File: config.mk
export PLATFORM = sky130hd
export DESIGN_NAME = prbs_predictor
export DESIGN_NICKNAME = d
export VERILOG_FILES = /design/src/rtl/prbs_pkg.sv /design/src/rtl/prbs_predictor.sv
export SDC_FILE = /design/constraint.sdc
export NUM_CORES = 1
export LEC_CHECK = 0
export ABC_AREA = 1
export CORE_AREA = 3 3 40 42
export DETAILED_ROUTE_END_ITERATION = 10
export DIE_AREA = 0 0 43 45
export HOLD_SLACK_MARGIN = 0.1
export PLACE_DENSITY = 0.39
export SLEW_MARGIN = 25
export SYNTH_ARGS = -nofsm -noshare
export SYNTH_HDL_FRONTEND = slang
export SYNTH_SLANG_ARGS = --single-unit
File: constraint.sdc
create_clock -name clk -period 1.3 [get_ports clk]
set_input_delay 0.26 -clock clk [delete_from_list [all_inputs] [get_ports clk]]
set_output_delay 0.26 -clock clk [all_outputs]
set_load 0.05 [all_outputs]
File: src/rtl/prbs_pkg.sv
// Shared definitions for the 4-bit PRBS (x^4+x+1) receive checker.
//   state_t          : checker FSM states (SEARCH, LOCKED)
//   DEF_TAPS         : default history mask; pred = hist[3]^hist[2]
//   DEF_LOCK_CNT     : clean non-trivial predictions needed to lock
//   DEF_UNLOCK_CNT   : consecutive mismatches in LOCKED that drop lock
//   REF_PATTERN      : one period of the sequence, MSB is sent first
package prbs_pkg;

    typedef enum logic {
        SEARCH = 1'b0,
        LOCKED = 1'b1
    } state_t;

    localparam int          DEF_WIDTH      = 4;
    localparam logic [3:0]  DEF_TAPS       = 4'b1100;
    localparam int          DEF_LOCK_CNT   = 8;
    localparam int          DEF_UNLOCK_CNT = 3;
    localparam int          DEF_CNT_W      = 16;
    localparam int          PATTERN_LEN    = 15;
    localparam logic [14:0] REF_PATTERN    = 15'b000100110101111;

endpackage

File: src/rtl/prbs_predictor.sv
// Bit history and next-bit prediction for the PRBS checker.
// Ports:
//   clk, rst  : clock, asynchronous active-high reset (clears history)
//   shift_en  : shift one bit into the history this cycle
//   sel_pred  : 1 = shift the predicted bit (flywheel), 0 = shift din
//   din       : received bit
//   hist      : history; hist[k] is the bit k+1 shifts ago
//   pred      : predicted next bit, XOR of hist bits selected by TAPS
module prbs_predictor
    import prbs_pkg::*;
#(
    parameter int               WIDTH = DEF_WIDTH,
    parameter logic [WIDTH-1:0] TAPS  = DEF_TAPS
) (
    input  logic             clk,
    input  logic             rst,
    input  logic             shift_en,
    input  logic             sel_pred,
    input  logic             din,
    output logic [WIDTH-1:0] hist,
    output logic             pred
);

    logic shift_bit;

    assign pred      = ^(hist & TAPS);
    assign shift_bit = sel_pred ? pred : din;

    always_ff @(posedge clk or posedge rst) begin
        if (rst) begin
            hist <= '0;
        end else if (shift_en) begin
            hist <= {hist[WIDTH-2:0], shift_bit};
        end
    end

endmodule

==> metrics.cfg, run 1 <==
[synth]
synth_mux_area_share_pct = 0
synth.avg_cell_area_um2 = 7.455
synth_area_leaders = dfrtp_1, nand2_1, inv_1
synth-xor-area-share_pct = 0
synth_top_area_cell = dfrtp_1
synth_top_area_share_pct = 55.94
ys_ff_latch = 4
synth_compound_area_share_pct = 5.594
synthAdderAreaFrac_pct = 0
yosys.area_share.simple_pct = 30.07
netlist_instances = 24
ys_seq_area_share_pct = 55.94
syn_nets = 29
synth_top_family_by_area = simple AND/OR/NAND/NOR gates
netlist_area_um2 = 178.9
yosysUniqueCellTypes = 7
yosysWarnings = 0

[drt]
first_iter_violations = 3
via_per_inst = 3.519
wire_per_inst_um = 7.796
drc_errors = 0
via_count = 190
drtPass1Iterations = 2
ant_nets = 0
wl_um = 421

[global_route]
grt_max_degree = 7
gr-total-overflow = 0
grt_pass1_vias = 184
grt_pass1_wl_um = 696
grt.total_usage_pct = 5.180
antenna_found_initial = 0

[placed_design]
io_buffers = 9
dpl.hpwl_um = 328.5
place_congestion = 0.6780
postPlaceCellArea_um2 = 341.6

[floorplan]
initial_utilization_pct = 13.92
dieWidth_um = 43
die_h_um = 45
rows = 13
ioPinCount = 10
coreArea_mm2 = 0.001285
die_area_mm2 = 0.001935

[flow_run]
cap_viol_max_count = 0

[sta]
slew_violations = 0
fmax_mhz = 800.9
hold_violations = 0
setup-tns-final_ns = 0
worstMarginPinSlew_ns = 0.2127
hold_ws_ns = 0.2046
layout_min_cycle_time_ns = 1.249
setup_violations = 0
slew_headroom_pct = 85.78
fin_crit_sh_pct = 96.05
finClkSkew_ns = 0.006501

[final_layout]
largest_reg_flops = 4
antenna_cells = 0
final.fill_count = 149
largest_register = hist
area_growth_pct = 116.8
layout-drive-gt1-share_pct = 41.03
nets = 45
top_regs = hist: 4 flops
final_cell_area_um2 = 387.9

[setup_path]
crit_type = flop to primary output
critical_path_buf_inv_count = 2
worstPathCellList = inv_1, nand2_2, nand2_2, buf_12
r2r_slack_ns = 0.49
r2r-end = hist[0]
cp_slowest_cell = dfrtp_1
path_common_cell = nand2_2
arrival_ns = 0.99
r2r_cells = 5
critPathTopFamily = flip-flops
start_kind = flop
slowest_delay_ns = 0.39
reg2reg_from = hist[3]
required_ns = 1.04
crit_fanout = 3
end_kind = primary output

[clock_network]
cts_max_level = 1
cts.clk_slew.worst_paths_ns = 0.04
cts_tree = yes
cts_buffers = 3
clkLatencyLatePin_ns = 0.24
clockBufferDepth = 2
cts_sinks = 4
ctsHoldBuffers = 0
root_buffer = clkbuf_4

[pwr]
power_density_mw_per_mm2 = 1647
power.leakage_nw = 0.1882
total_power_mw = 0.6389
peakVddDrop_mv = 0.5858

[outcome]
status = complete, no violations

[min_path]
hold_path_class = input port to async pin

## synthesized netlist by cell type (all sizes together)
| library cell | number |
|---|---|
| nor2 | 2 |
| nand3 | 1 |
| nand2 | 11 |
| o21ai | 2 |
| inv | 4 |
| dfrtp | 4 |
## worst max path at each step
stage	startpoint	endpoint	slack [ns]	depth (start not counted)
after global placement	shift_en	hist[0]	0.14	5
final	hist[3]	pred	0.05	4
after detailed placement	shift_en	hist[0]	0.12	5
after floorplan	hist[3]	pred	0.03	2
after CTS	hist[2]	pred	0.004	4
after global routing	hist[3]	pred	-0.02	4
## stage by stage
stage               worst slack [ns]  utilization, %  std cells
detailed placement            0.1156           26.58         48
floorplan                    0.03174               -         24
global placement              0.1384           26.58         48
global route                -0.01909           30.19         54
CTS                         0.003878           29.21         53
finish                       0.05136           30.19         54
## power breakdown
part	switching, mW	leakage (nW)	total, mW	internal (mW)
registers	0.0231	0.0489	0.169	0.146
logic	0.154	0.124	0.299	0.145
clock network	0.0555	0.0150	0.171	0.115
## kinds of logic (layout without fill, tap and decap cells)
group                  count (synthesis)  in the layout
and+or+nand+nor                       14             14
DFF                                    4              4
buffers and inverters                  4             19
AOI/OAI and AO/OA                      2              2
## what timing repair did
item,CTS,global route
endpoints found under the setup margin,1,1
buffers inserted,1,1
gates cloned,0,0
resized for setup,0,3
pin swaps,0,1
## layer usage
metal	vias up	track usage [%]	part of all wire (%)
li1	102	-	-
met5	-	0	0
met1	80	5.109	44
met4	0	5.422	0
met3	0	3.187	12
met2	8	7.186	44
## cells in the final DEF, fill, tap and decap left out
cell type and n:
dfrtp_2 1, nand2_1 8, inv_1 2, nor2_1 2, inv_2 2, o21ai_0 2
buf_4 2, nand2_2 3, nand3_1 1, dfrtp_1 3, clkbuf_4 3, buf_12 5
clkbuf_1 1, clkdlybuf4s50_1 4
## area by class of cell
cell class	instances	area (um^2)	area share, %
inverters	4	15.01	3.871
repair buffers	11	155.1	40.00
well taps	15	18.77	4.839
flip-flops and latches	4	101.3	26.13
clock buffers	4	26.28	6.774
multi-input cells	16	71.32	18.39
## worst reg2reg max path, stage by stage, from the launching register on
cell	delay (ns)
dfrtp_1	0.37
inv_1	0.07
nand2_2	0.07
nand3_1	0.07
nand2_1	0.07
nand2_1	0.05
Power figures use the tool's default switching activity.
==> inputs of run 2 (changes only) <==
--- a/config.mk
+++ b/config.mk
@@ -9,6 +9,7 @@
 export CORE_AREA = 3 3 40 42
 export DETAILED_ROUTE_END_ITERATION = 10
 export DIE_AREA = 0 0 43 45
+export GPL_TIMING_DRIVEN = 0
 export HOLD_SLACK_MARGIN = 0.1
 export PLACE_DENSITY = 0.39
 export SLEW_MARGIN = 25
==> run 2 against run 1 <==
  * Worst setup slack lost 0.0068 ns
  * Cell area shrank 14%
  * Routed wire length grew 4.8%
  * Total power shrank 12%
  * Sequential power shrank 2%
  * Die area is the same
  * Combinational power shrank 23%
  * Clock skew grew 0.0015 ns
  * Register-to-register slack lost 0.12 ns
  * Clock power is essentially flat
  * Critical path depth is the same
  * Non-clock buffer count is the same
  * Critical path type unchanged
  * Largest power group unchanged
==> metrics.cfg, run 2 (same netlist as run 1, synthesis figures left out) <==
[floorplan]
initial_utilization_pct = 13.92
rows = 13
die_area_mm2 = 0.001935
die_h_um = 45
ioPinCount = 10
coreArea_mm2 = 0.001285
dieWidth_um = 43

[setup_path]
start_kind = flop
crit_fanout = 4
end_kind = primary output
crit_type = flop to primary output
required_ns = 1.04
r2r_slack_ns = 0.37
arrival_ns = 1.00

[flow_run]
cap_viol_max_count = 0

[placed_design]
place_congestion = 0.6736
io_buffers = 9
postPlaceCellArea_um2 = 291.5
dpl.hpwl_um = 319.2
dp.cells = 48

[drt]
via_count = 192
drc_errors = 0
wire_per_inst_um = 8.167
drtPass1Iterations = 3
wl_um = 441
first_iter_violations = 5
via_per_inst = 3.556
ant_nets = 0

[clock_network]
cts_sinks = 4
cts_buffers = 3
cts.clk_slew.worst_paths_ns = 0.04
clockBufferDepth = 2
root_buffer = clkbuf_4
ctsHoldBuffers = 0
clkLatencyLatePin_ns = 0.24
cts_tree = yes
cts_max_level = 1

[pwr]
peakVddDrop_mv = 0.5438
power_density_mw_per_mm2 = 1684
power.leakage_nw = 0.1675

[global_route]
gr-total-overflow = 0
top_usage_layer = met4
antenna_found_initial = 0
grt_pass1_wl_um = 696
grtUsageMet3_pct = 7.171
grt.total_usage_pct = 5.936
met1_usage_pct = 5.366
grt_max_degree = 7
grt_pass1_vias = 166
gr-usage-met2_pct = 5.689

[final_layout]
area_growth_pct = 87.41
nets = 45
final_cell_mix = nand2_1, clkdlybuf4s50_1
top_regs = hist: 4 flops
final_common_cell = nand2_1
layout-drive-gt1-share_pct = 43.59
final.fill_count = 144
antenna_cells = 0
largest_register = hist
final_core_util_pct = 26.10
final_cell_area_um2 = 335.3
largest_reg_flops = 4
fin_cells = 54

[sta]
worstMarginPinSlew_ns = 0.2828
setup_violations = 0
finClkSkew_ns = 0.007960
fin_crit_sh_pct = 96.57
layout_min_cycle_time_ns = 1.255
slew_headroom_pct = 81.24
setup-tns-final_ns = 0
slew_violations = 0
hold_violations = 0
hold_ws_ns = 0.2051
fmax_mhz = 796.5
rsz0062_at_grt = yes

[min_path]
hold_path_class = input port to async pin

[outcome]
status = complete, no violations

[run 2: stage by stage]
| stage | total power [mW] | setup slack [ns] |
|---|---|---|
| 2_1_floorplan | 0.2978 | 0.03174 |
| 3_3_place_gp | 0.3755 | -0.3647 |
| 3_5_place_dp | 0.3755 | -0.3698 |
| 4_1_cts | 0.5659 | 0.01183 |
| 5_1_grt | 0.6094 | -0.02341 |
| 6_report | 0.5647 | 0.04457 |
[run 2: worst max-delay path, cell delays in order, from the launching register on]
cell,delay [ns]
dfrtp_2,0.42
inv_2,0.07
nand2_2,0.06
nand2_2,0.07
buf_8,0.14
[run 2: cell type report]
type | count | area [um^2] | share of cell area (%)
Sequential cell | 4 | 101.3 | 30.22
Inverter | 4 | 15.01 | 4.478
Multi-Input combinational cell | 16 | 71.32 | 21.27
Tap cell | 15 | 18.77 | 5.597
Timing Repair Buffer | 11 | 102.6 | 30.60
Clock buffer | 4 | 26.28 | 7.836
[run 2: power breakdown]
group	internal, mW	total (mW)	leakage, nW	switching [mW]
Combinational	0.0817	0.229	0.104	0.147
Clock	0.115	0.171	0.0150	0.0553
Sequential	0.146	0.165	0.0489	0.0190
Total	0.343	0.565	0.168	0.222
[run 2: repair_timing]
action / 4_1_cts / 5_1_grt
gates cloned: 0 / 0
endpoints found under the setup margin: 5 / 2
pin swaps: 0 / 1
setup buffers: 0 / 2
gates resized for setup: 21 / 7
[run 2: metal layers]
metal  up-vias  share of wire [%]
met5         -                  0
met4         0                1.6
met3         2                 15
met2         8                 38
met1        81                 45
li1        101                  -
[run 2: final timing paths]
check,from,endpoint,cells past startpoint
worst min register to register,hist[1],hist[1],2
max in group asynchronous,rst,hist[2],2
min in group clk,hist[1],hist[1],2
worst max register to register,hist[2],hist[0],6
worst max-delay path,hist[2],pred,4
worst min-delay path,rst,hist[3],2
==> patch 1 (settings of run 1) <==
Make the reset (`rst`) synchronous in one clocked block. Comments in the files are not updated.
--- a/src/rtl/prbs_predictor.sv
+++ b/src/rtl/prbs_predictor.sv
@@ -27,5 +27,5 @@
     assign shift_bit = sel_pred ? pred : din;
 
-    always_ff @(posedge clk or posedge rst) begin
+    always_ff @(posedge clk) begin
         if (rst) begin
             hist <= '0;
Function: differs if rst is asserted again (counterexample within 4 cycles, from zero or initial values and one cycle with rst high); with rst held inactive, the same outputs for 10 cycles.
==> patch 1 against run 1 <==
- synthesized area shrank 4.2%
- count of clock-buffer cells in the layout shrank 1
- maximum frequency rose by 1.6%
- synthesized cell count down 8.3%
- wire length is 7.6% higher
- global-route usage increased by 1.1 points
- setup slack improved by 0.019 ns
- hold slack better by 0.33 ns
- sequential cell count unchanged
- final area down 4.5%
- largest cell class unchanged
Power is not compared: it rests on default switching activity, and its combinational part moved more than twofold at a synthesized area within 25%.
==> patch 1: results (changes against run 1) <==
| Metric | Value |
|---|---|
| Initial DRC Count | 4 (+1) |
| Vias in the first global route | 213 (+16%) |
| Clk_lat worst skew | about 0.23 ns |
| Global-route usage over all layers | 6.240% (+1.1 points) |
| Net count after synthesis | 27 (-6.9%) |
| Layout cells sized above 1 | 42.86% (+1.8 points) |
| Top post-synthesis cells by area | dfxtp_1 (47%), a21oi_1 (8.8%), nand2_1 (8.8%) |
| Dpl cell area | 334.1 um^2 (-2.2%) |
| Netlist cell types | 11 (+4) |
| Placed Cells | 46 (-4.2%) |
| Synth top cells by count | dfxtp_1 (4), nand2_1 (4), a21oi_1 (3), inv_1 (3), nor2_1 (2) |
| WL per Instance | 9.060 um (+16%) |
| HP Class | register to register |
| Final Non-Filler Cells | 50 (-7.4%) |
| Final Net Count | 42 (-6.7%) |
| Worst slack after detailed placement | 0.08713 ns (-0.02851 ns) |
| Leakage | ~0.15 nW |
| 1st-pass router iterations | 2 (unchanged) |
| RD Place Congestion | 0.6058 (-11%) |
| Worst slew margin | 87.72% (+1.9 points) |
| Global-route wire length before repair | 821 um (+18%) |
| Gate Count Post-Synth | 22 (-8.3%) |
| Asr flop ratio synth | 0% (-100 points) |
| CP arrival | 0.97 ns (-0.02 ns) |
| Largest net degree at the start of global routing | 6 (-1) |
| Post-synth top flop | dfxtp_1 |
| Status | complete, no violations |
## patch 1: changes by cell type after synthesis, sizes merged
cell	before	now
nand2	11	4
dfrtp	4	0
dfxtp	0	4
a21oi	0	3
a211oi	0	2
o21ai	2	0
and2	0	1
o21bai	0	1
## patch 1: final timing paths
path,from,to,slack (ns)
max reg2reg,hist[2]$_SDFFE_PP0P_,hist[3]$_SDFFE_PP0P_,0.51
max,hist[2]$_SDFFE_PP0P_,pred,0.07
min,hist[1]$_SDFFE_PP0P_,hist[1]$_SDFFE_PP0P_,0.53
min reg2reg,hist[1]$_SDFFE_PP0P_,hist[1]$_SDFFE_PP0P_,0.53
## patch 1: logic make-up after synthesis
family / share of synthesized area (%)
compound gates: 24.82
simple gates: 19.71
buf+inv: 8.757
flops: 46.72
## patch 1: timing repair
action                                  4_1_cts  5_1_grt
endpoints found under the setup margin        1        1
resized for setup                             1        3
gates cloned                                  0        0
hold buffers                                  0        0
buffers inserted                              1        0
## patch 1: power by group
group | switching (mW) | total, mW | internal (mW)
sequential | 0.00975 | 0.139 | 0.129
combinational | 0.0587 | 0.121 | 0.0618
clock | 0.0482 | 0.151 | 0.103
total | 0.117 | 0.411 | 0.294
## patch 1: layout make-up
class                           instances  area [um^2]
Multi-Input combinational cell         14        78.83
Fill cell                             138        914.6
Timing Repair Buffer                   10        147.6
Clock buffer                            3        22.52
Sequential cell                         4        87.58
Tap cell                               15        18.77
Inverter                                4        15.01
## patch 1: metal layers
metal	share of wire (%)	up-vias	wire length (um)	track usage, %
li1	-	97	-	-
met1	45	75	205	6.250
met2	42	10	192	8.383
met3	12	0	56	3.586
met4	0	0	0	7.229
met5	0	-	0	0
## patch 1: critical path, stage by stage, from the launching register on
cell	delay (ns)
dfxtp_4	0.35
inv_2	0.05
nand2_1	0.06
and2_4	0.14
buf_12	0.14
==> patch 2 (config.mk and constraints of run 1) <==
Without the edit above. `DEF_WIDTH`: 4 -> 5.
--- a/src/rtl/prbs_pkg.sv
+++ b/src/rtl/prbs_pkg.sv
@@ -12,5 +12,5 @@
     } state_t;
 
-    localparam int          DEF_WIDTH      = 4;
+    localparam int          DEF_WIDTH      = 5;
     localparam logic [3:0]  DEF_TAPS       = 4'b1100;
     localparam int          DEF_LOCK_CNT   = 8;
Ports: changed (resized hist); port bits go from 10 to 11. No check against the original RTL was run, so the function may have changed too.
==> patch 2 against run 1 <==
- clock skew is essentially flat
- largest power group unchanged
- register-to-register slack is essentially flat
- cell count grew 13%
- count of clock-buffer cells in the layout is the same
- non-clock buffer count grew 4
- setup slack lost 0.0082 ns
- total power grew 19%
- wire length grew 22%
- synthesized area grew 20%
- final area grew 20%
- sequential cell count grew 1
==> patch 2: results (changes against run 1) <==
| Metric | Value |
|---|---|
| Setup Skew | 0.006508 ns (+0.000006730 ns) |
| Vias in the first global route | 221 (+20%) |
| Multi-input combinational area share | 17.74% (-0.65 points) |
| Hold WS | 0.2117 ns (+0.007058 ns) |
| Worst IR Drop VDD | 634.3 uV (+8.3%) |
| Post-layout util | 36.22% (+6.0 points) |
| #MultiIn Comb | 18 (+2) |
| Status | complete, no violations |
| Avg Inst Size Synth | 7.971 um^2 (+6.9%) |
| Compound-Gate Fraction of Synth Area | 6.977% (+1.4 points) |
| Clock slew at reported path FFs | 0.05 ns |
| Leakage | 0.2278 nW (+21%) |
| Placed Cells | 52 (+8.3%) |
| Initial DRC Count | 0 (-3) |
| Power Sequential | 0.211 mW (+25%) |
| Sequential share of the synthesized area | 58.14% (+2.2 points) |
| WL met1 | 209 um (+14%) |
| Global-route wire length before repair | 834 um (+20%) |
| Top post-synthesis cells by area | dfrtp_1 (58%), nand2_1 (21%), o21ai_0 (7.0%) |
| DPL Wire Length | 378.3 um (+15%) |
| Global-route usage over all layers | 6.433% (+1.3 points) |
| Switching part of the total | 36.92% (+0.53 points) |
| Top Family by Delay on Critical Path | flip-flops |
| WL per Instance | 8.443 um (+8.3%) |
| Worst slew margin | 87.01% (+1.2 points) |
| Seq Cell Count | 5 (+1) |
| Via/cell ratio | 3.607 (+2.5%) |
| RD Place Congestion | 0.7293 (+7.6%) |
| I/O Buffers | 10 (+1) |
| GRT met1 Usage | 5.353% (+0.24 points) |
| Netlist cell types | 8 (+1) |
| Repair and plain buffers | 15 (+4) |
| Dpl cell area | 396.6 um^2 (+16%) |
| Layout clock area frac | 5.645% (-1.1 points) |
| Met3 wire length | 48 um (-2.0%) |
| Worst slack after detailed placement | 0.1250 ns (+0.009370 ns) |
| Post-Route WL | 515 um (+22%) |
| Fmax | 0.7957 GHz (-0.65%) |
| Critical Path Max Stage Delay | 0.41 ns (+0.02 ns) |
| Top sig layer | met4 |
| Net count after synthesis | 32 (+10%) |
| FF+latch area | 125.1 um^2 (+23%) |
| Synth top cells by count | nand2_1 (12), dfrtp_1 (5), inv_1 (3), o21ai_0 (3) |
| Met2 usage | 9.281% (+2.1 points) |
| Global-route met3 utilization | 3.586% (+0.40 points) |
| Crit Path Max Fanout | 4 (+1) |
| Comb pwr | 0.367 mW (+23%) |
| Sequential share of power | 27.7% (+1.3 points) |
| Sequential cell area share | 26.88% (+0.75 points) |
| Largest regs | hist x5 |
| WL met2 | 253 um (+35%) |
| Final-layout fill cell count | 139 (-6.7%) |
| Buffer share of cell area | 42.47% (+2.5 points) |
| 1st-pass router iterations | 1 (-1) |
## patch 2: cell types whose count changed after synthesis, sizes merged
cell,change
dfrtp,+1
nand2,+1
o21ai,+1
## patch 2: logic make-up (layout without fill, tap and decap cells)
family / after synthesis / after routing
buf+inv: 4 / 23
flops: 5 / 5
compound gates: 3 / 3
simple gates: 15 / 15
## patch 2: repair_timing
action | in CTS | in global routing
cloned | 0 | 0
buffers inserted | 2 | 3
endpoints found under the setup margin | 1 | 1
pin swaps | 0 | 1
gates resized for setup | 0 | 4
## patch 2: worst paths after layout
kind	from	endpoint	cells past startpoint
worst max-delay path	hist[2]$_DFFE_PP0P_	pred	4
worst min-delay path	rst	hist[0]$_DFFE_PP0P_	2
worst max register to register	hist[2]$_DFFE_PP0P_	hist[0]$_DFFE_PP0P_	5
worst min register to register	hist[4]$_DFFE_PP0P_	hist[4]$_DFFE_PP0P_	2
max in group asynchronous	rst	hist[4]$_DFFE_PP0P_	2
min in group clk	hist[4]$_DFFE_PP0P_	hist[4]$_DFFE_PP0P_	2
